===== src/rtl/rv_pkg.sv =====
// Shared RV32I types and constants used by the register file, ALU and control decoder.
package rv_pkg;

  localparam int unsigned XLEN   = 32;
  localparam int unsigned REG_AW = 5;

  typedef logic [REG_AW-1:0] reg_addr_t;
  typedef logic [XLEN-1:0]   xword_t;

  localparam reg_addr_t X0 = 5'd0;
  localparam reg_addr_t RA = 5'd1;
  localparam reg_addr_t SP = 5'd2;

endpackage


===== src/rtl/reg_file_if.sv =====
// Register-file access bus: two read ports, one write port, debug read and write counter.
interface reg_file_if #(
  parameter int unsigned XLEN = rv_pkg::XLEN
);
  import rv_pkg::*;

  logic            WE3;
  reg_addr_t       A1;
  reg_addr_t       A2;
  reg_addr_t       A3;
  logic [XLEN-1:0] WD3;
  logic [XLEN-1:0] RD1;
  logic [XLEN-1:0] RD2;
  reg_addr_t       DA;
  logic [XLEN-1:0] DRD;
  logic [31:0]     wr_cnt;

  modport master (
    output WE3, A1, A2, A3, WD3, DA,
    input  RD1, RD2, DRD, wr_cnt
  );

  modport slave (
    input  WE3, A1, A2, A3, WD3, DA,
    output RD1, RD2, DRD, wr_cnt
  );

endinterface


===== src/rtl/reg_file_rdport.sv =====
// One combinational read port: x0 forced to zero, optional write-through when
// REG_FILE_WRITE_BYPASS_EN is defined.
module reg_file_rdport
  import rv_pkg::*;
#(
  parameter int unsigned XLEN = 32,
  parameter int unsigned NREG = 32
) (
`ifdef REG_FILE_WRITE_BYPASS_EN
  input  logic                      we,
  input  reg_addr_t                 wa,
  input  logic [XLEN-1:0]           wd,
`endif
  input  reg_addr_t                 addr,
  input  logic [NREG-1:0][XLEN-1:0] regs,
  output logic [XLEN-1:0]           rd
);

  always_comb begin
    rd = '0;
    if (addr != X0) begin
`ifdef REG_FILE_WRITE_BYPASS_EN
      if (we && (wa == addr)) rd = wd;
      else                    rd = regs[addr];
`else
      rd = regs[addr];
`endif
    end
  end

endmodule


===== src/rtl/reg_file.sv =====
// 32 x XLEN RV32I integer register file with committed-write counter.
// Optional same-cycle write-through: define REG_FILE_WRITE_BYPASS_EN.
module reg_file
  import rv_pkg::*;
#(
  parameter int unsigned    XLEN      = 32,
  parameter int unsigned    NREG      = 32,
  parameter logic [XLEN-1:0] RESET_VAL = '0
) (
  input logic       clk,
  input logic       rst,
  reg_file_if.slave bus
);

  logic [XLEN-1:0]           mem [1:NREG-1];
  logic [NREG-1:0][XLEN-1:0] view;
  logic [31:0]               wr_cnt_q;

  always_ff @(posedge clk or negedge rst) begin
    if (!rst) begin
      for (int unsigned i = 1; i < NREG; i++) mem[i] <= RESET_VAL;
      wr_cnt_q <= '0;
    end else if (bus.WE3 && (bus.A3 != X0)) begin
      mem[bus.A3] <= bus.WD3;
      wr_cnt_q    <= wr_cnt_q + 32'd1;
    end
  end

  // Slot 0 has no storage; it is tied to zero so the ports can index uniformly.
  always_comb begin
    view = '0;
    for (int unsigned i = 1; i < NREG; i++) view[i] = mem[i];
  end

  assign bus.wr_cnt = wr_cnt_q;

`ifdef REG_FILE_WRITE_BYPASS_EN
  logic byp_we;
  // Bypass is held off in reset so reads still show the reset contents.
  assign byp_we = bus.WE3 & rst;

  reg_file_rdport #(.XLEN(XLEN), .NREG(NREG)) u_rd1 (
    .we(byp_we), .wa(bus.A3), .wd(bus.WD3), .addr(bus.A1), .regs(view), .rd(bus.RD1));
  reg_file_rdport #(.XLEN(XLEN), .NREG(NREG)) u_rd2 (
    .we(byp_we), .wa(bus.A3), .wd(bus.WD3), .addr(bus.A2), .regs(view), .rd(bus.RD2));
  reg_file_rdport #(.XLEN(XLEN), .NREG(NREG)) u_drd (
    .we(byp_we), .wa(bus.A3), .wd(bus.WD3), .addr(bus.DA), .regs(view), .rd(bus.DRD));
`else
  reg_file_rdport #(.XLEN(XLEN), .NREG(NREG)) u_rd1 (
    .addr(bus.A1), .regs(view), .rd(bus.RD1));
  reg_file_rdport #(.XLEN(XLEN), .NREG(NREG)) u_rd2 (
    .addr(bus.A2), .regs(view), .rd(bus.RD2));
  reg_file_rdport #(.XLEN(XLEN), .NREG(NREG)) u_drd (
    .addr(bus.DA), .regs(view), .rd(bus.DRD));
`endif

endmodule


===== src/flat_wrapper.sv =====
// flat-port wrapper written by rule: the top's interface ports become plain ports
module reg_file_flat import rv_pkg::*;
#(
  parameter int unsigned    XLEN      = 32,
  parameter int unsigned    NREG      = 32,
  parameter logic [XLEN-1:0] RESET_VAL = '0
)
  (clk, rst, bus_WE3, bus_A1, bus_A2, bus_A3, bus_WD3, bus_DA, bus_RD1, bus_RD2, bus_DRD, bus_wr_cnt);
  reg_file_if #(.XLEN(XLEN)) bus_i ();
  input logic clk;
  input logic rst;
  input wire logic [$bits(bus_i.WE3)-1:0] bus_WE3;
  input wire logic [$bits(bus_i.A1)-1:0] bus_A1;
  input wire logic [$bits(bus_i.A2)-1:0] bus_A2;
  input wire logic [$bits(bus_i.A3)-1:0] bus_A3;
  input wire logic [$bits(bus_i.WD3)-1:0] bus_WD3;
  input wire logic [$bits(bus_i.DA)-1:0] bus_DA;
  output wire logic [$bits(bus_i.RD1)-1:0] bus_RD1;
  output wire logic [$bits(bus_i.RD2)-1:0] bus_RD2;
  output wire logic [$bits(bus_i.DRD)-1:0] bus_DRD;
  output wire logic [$bits(bus_i.wr_cnt)-1:0] bus_wr_cnt;
  assign bus_i.WE3 = bus_WE3;
  assign bus_i.A1 = bus_A1;
  assign bus_i.A2 = bus_A2;
  assign bus_i.A3 = bus_A3;
  assign bus_i.WD3 = bus_WD3;
  assign bus_i.DA = bus_DA;
  assign bus_RD1 = bus_i.RD1;
  assign bus_RD2 = bus_i.RD2;
  assign bus_DRD = bus_i.DRD;
  assign bus_wr_cnt = bus_i.wr_cnt;
  reg_file #(.XLEN(XLEN), .NREG(NREG), .RESET_VAL(RESET_VAL)) u_core (.clk(clk), .rst(rst), .bus(bus_i));
endmodule

===== config.mk =====
export PLATFORM = sky130hd
export DESIGN_NAME = reg_file_flat
export DESIGN_NICKNAME = d
export VERILOG_FILES = /design/src/rtl/rv_pkg.sv /design/src/rtl/reg_file_if.sv /design/src/rtl/reg_file_rdport.sv /design/src/rtl/reg_file.sv /design/src/flat_wrapper.sv
export SDC_FILE = /design/constraint.sdc
export NUM_CORES = 2
export LEC_CHECK = 0
export ABC_AREA = 1
export BUFFER_PORTS_ARGS = -buffer_cell sky130_fd_sc_hd__buf_2
export CELL_PAD_IN_SITES_DETAIL_PLACEMENT = 1
export CELL_PAD_IN_SITES_GLOBAL_PLACEMENT = 2
export CORE_MARGIN = 3
export CORE_UTILIZATION = 35
export CTS_CLUSTER_DIAMETER = 50
export DETAILED_ROUTE_END_ITERATION = 8
export GPL_TIMING_DRIVEN = 0
export MAX_ROUTING_LAYER = met4
export PLACE_DENSITY = 0.8
export RECOVER_POWER = 50
export SLEW_MARGIN = 40
export SYNTH_ARGS = -nofsm -noshare
export SYNTH_HDL_FRONTEND = slang
export SYNTH_SLANG_ARGS = --single-unit
export TNS_END_PERCENT = 30

===== constraint.sdc =====
create_clock -name clk -period 2.6 [get_ports clk]
set_input_delay 0.52 -clock clk [delete_from_list [all_inputs] [get_ports clk]]
set_output_delay 0.52 -clock clk [all_outputs]
set_load 0.05 [all_outputs]

==> metrics.txt <==
# TYPE chip_impl_metric gauge
chip_impl_info{name="run_status",value="finished with violations"} 1
chip_impl_info{name="violations",value="capacitance limit, slew limit, setup timing"} 1
chip_impl_info{name="synthMostInstantiatedCell",value="sky130_fd_sc_hd__nand2_1"} 1
chip_impl_metric{name="power.combinational.fraction",unit="%"} 30.9
chip_impl_metric{name="setup_ws",unit="ns"} -0.3333
chip_impl_metric{name="vias",unit=""} 88258
chip_impl_info{name="cell_with_the_largest_stage_delay_on_the_worst_path",value="sky130_fd_sc_hd__clkbuf_4"} 1
chip_impl_metric{name="power.switching",unit="mW"} 26.74
chip_impl_metric{name="post_drt_wl_per_cell",unit="um"} 35.62
chip_impl_info{name="cp-end-kind",value="output port"} 1
chip_impl_metric{name="post_synth_inst_count",unit=""} 10790
chip_impl_info{name="top_usage_layer",value="met2"} 1
chip_impl_metric{name="share_of_total_power_consumed_by_net_switching",unit="%"} 40.05
chip_impl_info{name="min-delay-start",value="bus_WD3[12]"} 1
chip_impl_metric{name="maxClockFrequency",unit="MHz"} 340.9
chip_impl_metric{name="io_buffers",unit=""} 171
chip_impl_metric{name="power.static_leakage",unit="nW"} 42.99
chip_impl_metric{name="grt_first_pass_wirelength",unit="um"} 672000
chip_impl_metric{name="finalClockSkew",unit="ns"} 0.008561
chip_impl_metric{name="grt_max_degree",unit=""} 104
chip_impl_metric{name="yosysTopAreaCellShare",unit="%"} 38.01
chip_impl_metric{name="firstDrtPassIters",unit=""} 8
chip_impl_metric{name="floorplan.die.height",unit="um"} 444.9
chip_impl_metric{name="postSynthNetCount",unit=""} 10846
chip_impl_metric{name="floorplan.initialDensity",unit="%"} 35.34
chip_impl_info{name="timing.setup.critical_path_class",value="in2out"} 1
chip_impl_info{name="synth-main-ff-cell",value="sky130_fd_sc_hd__dfrtp_1"} 1
chip_impl_metric{name="rr_worst_depth",unit=""} 8
chip_impl_metric{name="internal-power",unit="mW"} 40.03
chip_impl_metric{name="asyncSetResetFlopFracSynth",unit="%"} 100.0
chip_impl_metric{name="clock_slew_seen_by_the_registers_of_the_worst_setup_and_hold_paths",unit="ns"} 0.05
chip_impl_metric{name="groute.layer.met1.usage",unit="%"} 60.47
chip_impl_metric{name="drt_initial_violations",unit=""} 11448
chip_impl_metric{name="min_period",unit="ns"} 2.933
chip_impl_metric{name="place.gp.congestion",unit=""} 1.073
chip_impl_info{name="synth_largest_area_cell",value="sky130_fd_sc_hd__dfrtp_1"} 1
chip_impl_metric{name="slew_headroom",unit="%"} -2.253
chip_impl_metric{name="io_pins",unit=""} 183
chip_impl_metric{name="detail-route-antenna-nets",unit=""} 0
chip_impl_metric{name="whs",unit="ns"} 0.03213
chip_impl_metric{name="synth_cell_types",unit=""} 29
chip_impl_metric{name="final_hold_viol_count",unit=""} 0
chip_impl_metric{name="synth_edf_count",unit=""} 0
chip_impl_info{name="path_cells",value="clkbuf_2 -> inv_1 -> clkbuf_4 -> nand2_4 -> nand2_4 -> buf_6"} 1
chip_impl_metric{name="placement_rows",unit=""} 160
chip_impl_metric{name="first_global_vias",unit=""} 86764
chip_impl_metric{name="hold_path_depth",unit=""} 3
chip_impl_metric{name="power-per-cell-area",unit="nW/um^2"} 735.8
chip_impl_info{name="reg2reg_from",value="u_core.bus.wr_cnt[0]$_DFFE_PN0P_"} 1
chip_impl_metric{name="numCtsBuffers",unit=""} 170
chip_impl_metric{name="cp.required",unit="ns"} 2.08
chip_impl_metric{name="crit_path_max_fanout",unit=""} 10
chip_impl_metric{name="worstPathArrival",unit="ns"} 2.41
chip_impl_metric{name="synth_simple_gate_area_share",unit="%"} 41.85
chip_impl_metric{name="post_synth_fa_ha_maj_area_fraction",unit="%"} 0.01856
chip_impl_info{name="netlist_top_cells_count",value="3,926 x sky130_fd_sc_hd__nand2_1, 2,316 x sky130_fd_sc_hd__nand3_1, 1,024 x sky130_fd_sc_hd__dfrtp_1"} 1
chip_impl_metric{name="number_of_antenna_violations_at_the_first_check_in_global_routing",unit=""} 26
chip_impl_metric{name="wp_buf_inv",unit=""} 4
chip_impl_metric{name="count_of_unresolved_drc_violations_after_routing",unit=""} 0
chip_impl_metric{name="worst_skew_pair.late_latency",unit="ns"} 0.85
chip_impl_metric{name="proportion_of_layout_cells_with_a_drive_suffix_above_1",unit="%"} 21.82
chip_impl_metric{name="clock-sinks",unit=""} 1024
chip_impl_metric{name="totalWireLength",unit="um"} 496500
chip_impl_info{name="clockRootBuffer",value="sky130_fd_sc_hd__clkbuf_16"} 1
chip_impl_metric{name="dieArea",unit="um^2"} 197900
chip_impl_info{name="critical-path-top-cell-by-count",value="sky130_fd_sc_hd__nand2_4"} 1
chip_impl_metric{name="number_of_filler_instances_in_the_final_layout",unit=""} 24027
chip_impl_metric{name="drv.max_cap_violation_count",unit=""} 1
chip_impl_metric{name="layout_worst_path_cycle_share",unit="%"} 112.8
chip_impl_metric{name="detail_route.vias_per_cell",unit=""} 6.331
chip_impl_metric{name="worstMarginPinSlew",unit="ns"} 1.528
chip_impl_info{name="cts_tree",value="built"} 1
chip_impl_metric{name="htree_levels",unit=""} 4
chip_impl_metric{name="global_route.overflow_total",unit=""} 0
chip_impl_metric{name="area.growth.synth_to_final",unit="%"} 34.61
chip_impl_metric{name="final_nets",unit=""} 11322
chip_impl_metric{name="fp.coreArea",unit="um^2"} 190800
chip_impl_metric{name="seq_area_frac_synth",unit="%"} 38.01
chip_impl_metric{name="ys.warnings.count",unit=""} 0
chip_impl_metric{name="critical_path.max_stage_delay",unit="ns"} 0.50
chip_impl_info{name="startpoint_type",value="primary input"} 1
chip_impl_metric{name="globalRouteMet3Util",unit="%"} 13.03
chip_impl_info{name="setup_repair_after_global_routing_missed_its_margin",value="yes"} 1
chip_impl_metric{name="setup_viol_count_final",unit=""} 240
chip_impl_metric{name="yosys-mux-area-fraction",unit="%"} 0
chip_impl_metric{name="die_w",unit="um"} 444.9
chip_impl_info{name="path_delay_family",value="buffers and inverters"} 1
chip_impl_metric{name="postSynthRegisterBits",unit=""} 1024
chip_impl_metric{name="synth_compound_area_share",unit="%"} 10.23
chip_impl_info{name="worst_r2r_endpoint",value="u_core.bus.wr_cnt[18]$_DFFE_PN0P_"} 1
chip_impl_info{name="synth_top_family_by_area",value="simple AND/OR/NAND/NOR gates"} 1
chip_impl_metric{name="grt_use_total",unit="%"} 49.60
chip_impl_info{name="synth.top_cells.by_area",value="sky130_fd_sc_hd__dfrtp_1 38%, sky130_fd_sc_hd__nand2_1 22%, sky130_fd_sc_hd__nand3_1 17%, sky130_fd_sc_hd__o21ai_0 6.0%, sky130_fd_sc_hd__inv_1 4.3%"} 1
chip_impl_metric{name="hpwlAfterDp",unit="um"} 366900
chip_impl_metric{name="clkPwrFrac",unit="%"} 36.4
chip_impl_metric{name="seq_power_share",unit="%"} 32.8
chip_impl_metric{name="synthesized_area_fraction_occupied_by_xor_and_xnor_cells",unit="%"} 0.1949
chip_impl_metric{name="netlist_area",unit="um^2"} 67410
chip_impl_metric{name="ir_worst_vdd",unit="mV"} 0.6913
chip_impl_info{name="holdPathEnd",value="u_core.mem[556]$_DFFE_PN0P_"} 1
chip_impl_info{name="min-delay-path-class",value="in2reg"} 1
chip_impl_metric{name="cts.path.max_buffers",unit=""} 3
chip_impl_metric{name="synth_area_per_inst",unit="um^2"} 6.248
chip_impl_metric{name="r2r_slack",unit="ns"} 0.30
chip_impl_metric{name="report.final.slew_viol_count",unit=""} 11
chip_impl_metric{name="final.setup.tns",unit="ns"} -33.51
chip_impl_metric{name="global_route.usage.met2",unit="%"} 68.96
worst max-delay path by stage:
stage	from	end	slack (ns)	depth (start not counted)
floorplan	bus_A2[1]	bus_RD2[29]	0.09	10
global placement	rst	u_core.mem[60]$_DFFE_PN0P_	-22.50	1
detailed placement	bus_A1[0]	bus_RD1[12]	-1.91	11
CTS	bus_DA[0]	bus_DRD[24]	-0.23	12
global route	u_core.mem[504]$_DFFE_PN0P_	bus_RD2[24]	-0.25	7
finish	bus_A2[4]	bus_RD2[18]	-0.33	6
per-layer routing:
metal / up-vias / part of all wire, % / routed length [um]
li1: 35847 / - / -
met1: 44159 / 38 / 187900
met2: 6212 / 41 / 202600
met3: 2040 / 11 / 56910
met4: 0 / 9.9 / 49140
met5: - / 0 / 0
per-stage QoR:
step | util [%] | cells | instance area [um^2] | setup slack [ns] | total power, mW
detailed placement | 37.99 | 13502 | 72470 | -1.910 | 38.41
global route | 47.55 | 13927 | 90710 | -0.2454 | 68.91
floorplan | - | 10790 | 67410 | 0.09427 | 31.00
global placement | 37.43 | 13472 | 71410 | -22.50 | 37.62
CTS | 45.47 | 13876 | 86760 | -0.2302 | 64.50
finish | 47.57 | 13941 | 90750 | -0.3333 | 66.77
layout by cell type, fill, tap and decap left out, types with 63 or more instances in the layout:
| cell type | n |
|---|---|
| sky130_fd_sc_hd__a21oi_1 | 442 |
| sky130_fd_sc_hd__buf_2 | 139 |
| sky130_fd_sc_hd__buf_4 | 136 |
| sky130_fd_sc_hd__buf_6 | 79 |
| sky130_fd_sc_hd__buf_8 | 121 |
| sky130_fd_sc_hd__clkbuf_1 | 218 |
| sky130_fd_sc_hd__clkbuf_16 | 217 |
| sky130_fd_sc_hd__clkbuf_2 | 137 |
| sky130_fd_sc_hd__clkbuf_4 | 136 |
| sky130_fd_sc_hd__clkbuf_8 | 98 |
| sky130_fd_sc_hd__dfrtp_1 | 1005 |
| sky130_fd_sc_hd__inv_1 | 560 |
| sky130_fd_sc_hd__inv_2 | 206 |
| sky130_fd_sc_hd__nand2_1 | 3669 |
| sky130_fd_sc_hd__nand2_2 | 134 |
| sky130_fd_sc_hd__nand2_4 | 135 |
| sky130_fd_sc_hd__nand3_1 | 1664 |
| sky130_fd_sc_hd__nand3_2 | 483 |
| sky130_fd_sc_hd__nand3_4 | 169 |
| sky130_fd_sc_hd__nor2_1 | 401 |
| sky130_fd_sc_hd__o21ai_0 | 835 |
| sky130_fd_sc_hd__o21ai_1 | 63 |
cell families after synthesis:
family	Yosys count
compound gates	1378
xor+xnor	15
fa+ha+maj	1
buf+inv	1680
flops	1024
simple gates	6692
worst reg2reg max path, cell delays in order (launching register included):
cell                      delay (ns)
sky130_fd_sc_hd__dfrtp_1        0.43
sky130_fd_sc_hd__ha_1           0.17
sky130_fd_sc_hd__inv_1          0.06
sky130_fd_sc_hd__nor2_1         0.51
sky130_fd_sc_hd__nand4_1        0.31
sky130_fd_sc_hd__nor2_1         0.46
sky130_fd_sc_hd__nand2_1        0.11
sky130_fd_sc_hd__nand2_1        0.08
sky130_fd_sc_hd__nand2_1        0.06
area by class of cell:
type / instances / area, um^2 / area share [%]
Timing Repair Buffer: 307 / 3916 / 4.315
Buffer: 900 / 7875 / 8.678
Sequential cell: 1024 / 25650 / 28.26
Multi-Input combinational cell: 8086 / 41240 / 45.45
Clock inverter: 102 / 1191 / 1.313
Clock buffer: 204 / 4691 / 5.169
Antenna cell: 30 / 75.07 / 0.08272
Inverter: 777 / 2968 / 3.270
Tap cell: 2511 / 3142 / 3.462
power groups by stage:
| stage | logic, mW | clock network (mW) | registers [mW] |
|---|---|---|---|
| after CTS | 18.7 | 24.2 | 21.6 |
| after global placement | 15.9 | 0 | 21.7 |
| after global routing | 21.8 | 25.0 | 22.1 |
| after floorplan | 9.89 | 0 | 21.1 |
| after detailed placement | 16.6 | 0 | 21.8 |
| final | 20.6 | 24.3 | 21.9 |
sequential cells by signal, indices dropped and copies added, names as in the netlist:
register / count
u_core.bus.wr_cnt: 32
u_core.mem: 992
what timing repair did:
item                                    CTS  global route
endpoints found under the hold margin   122             0
buffers inserted                         32            27
resized for setup                      2079          1069
hold buffers                             20             0
gates cloned                             17            13
pin swaps                               189           290
setup endpoints to repair                96           146
(Power assumes the default switching activity.)
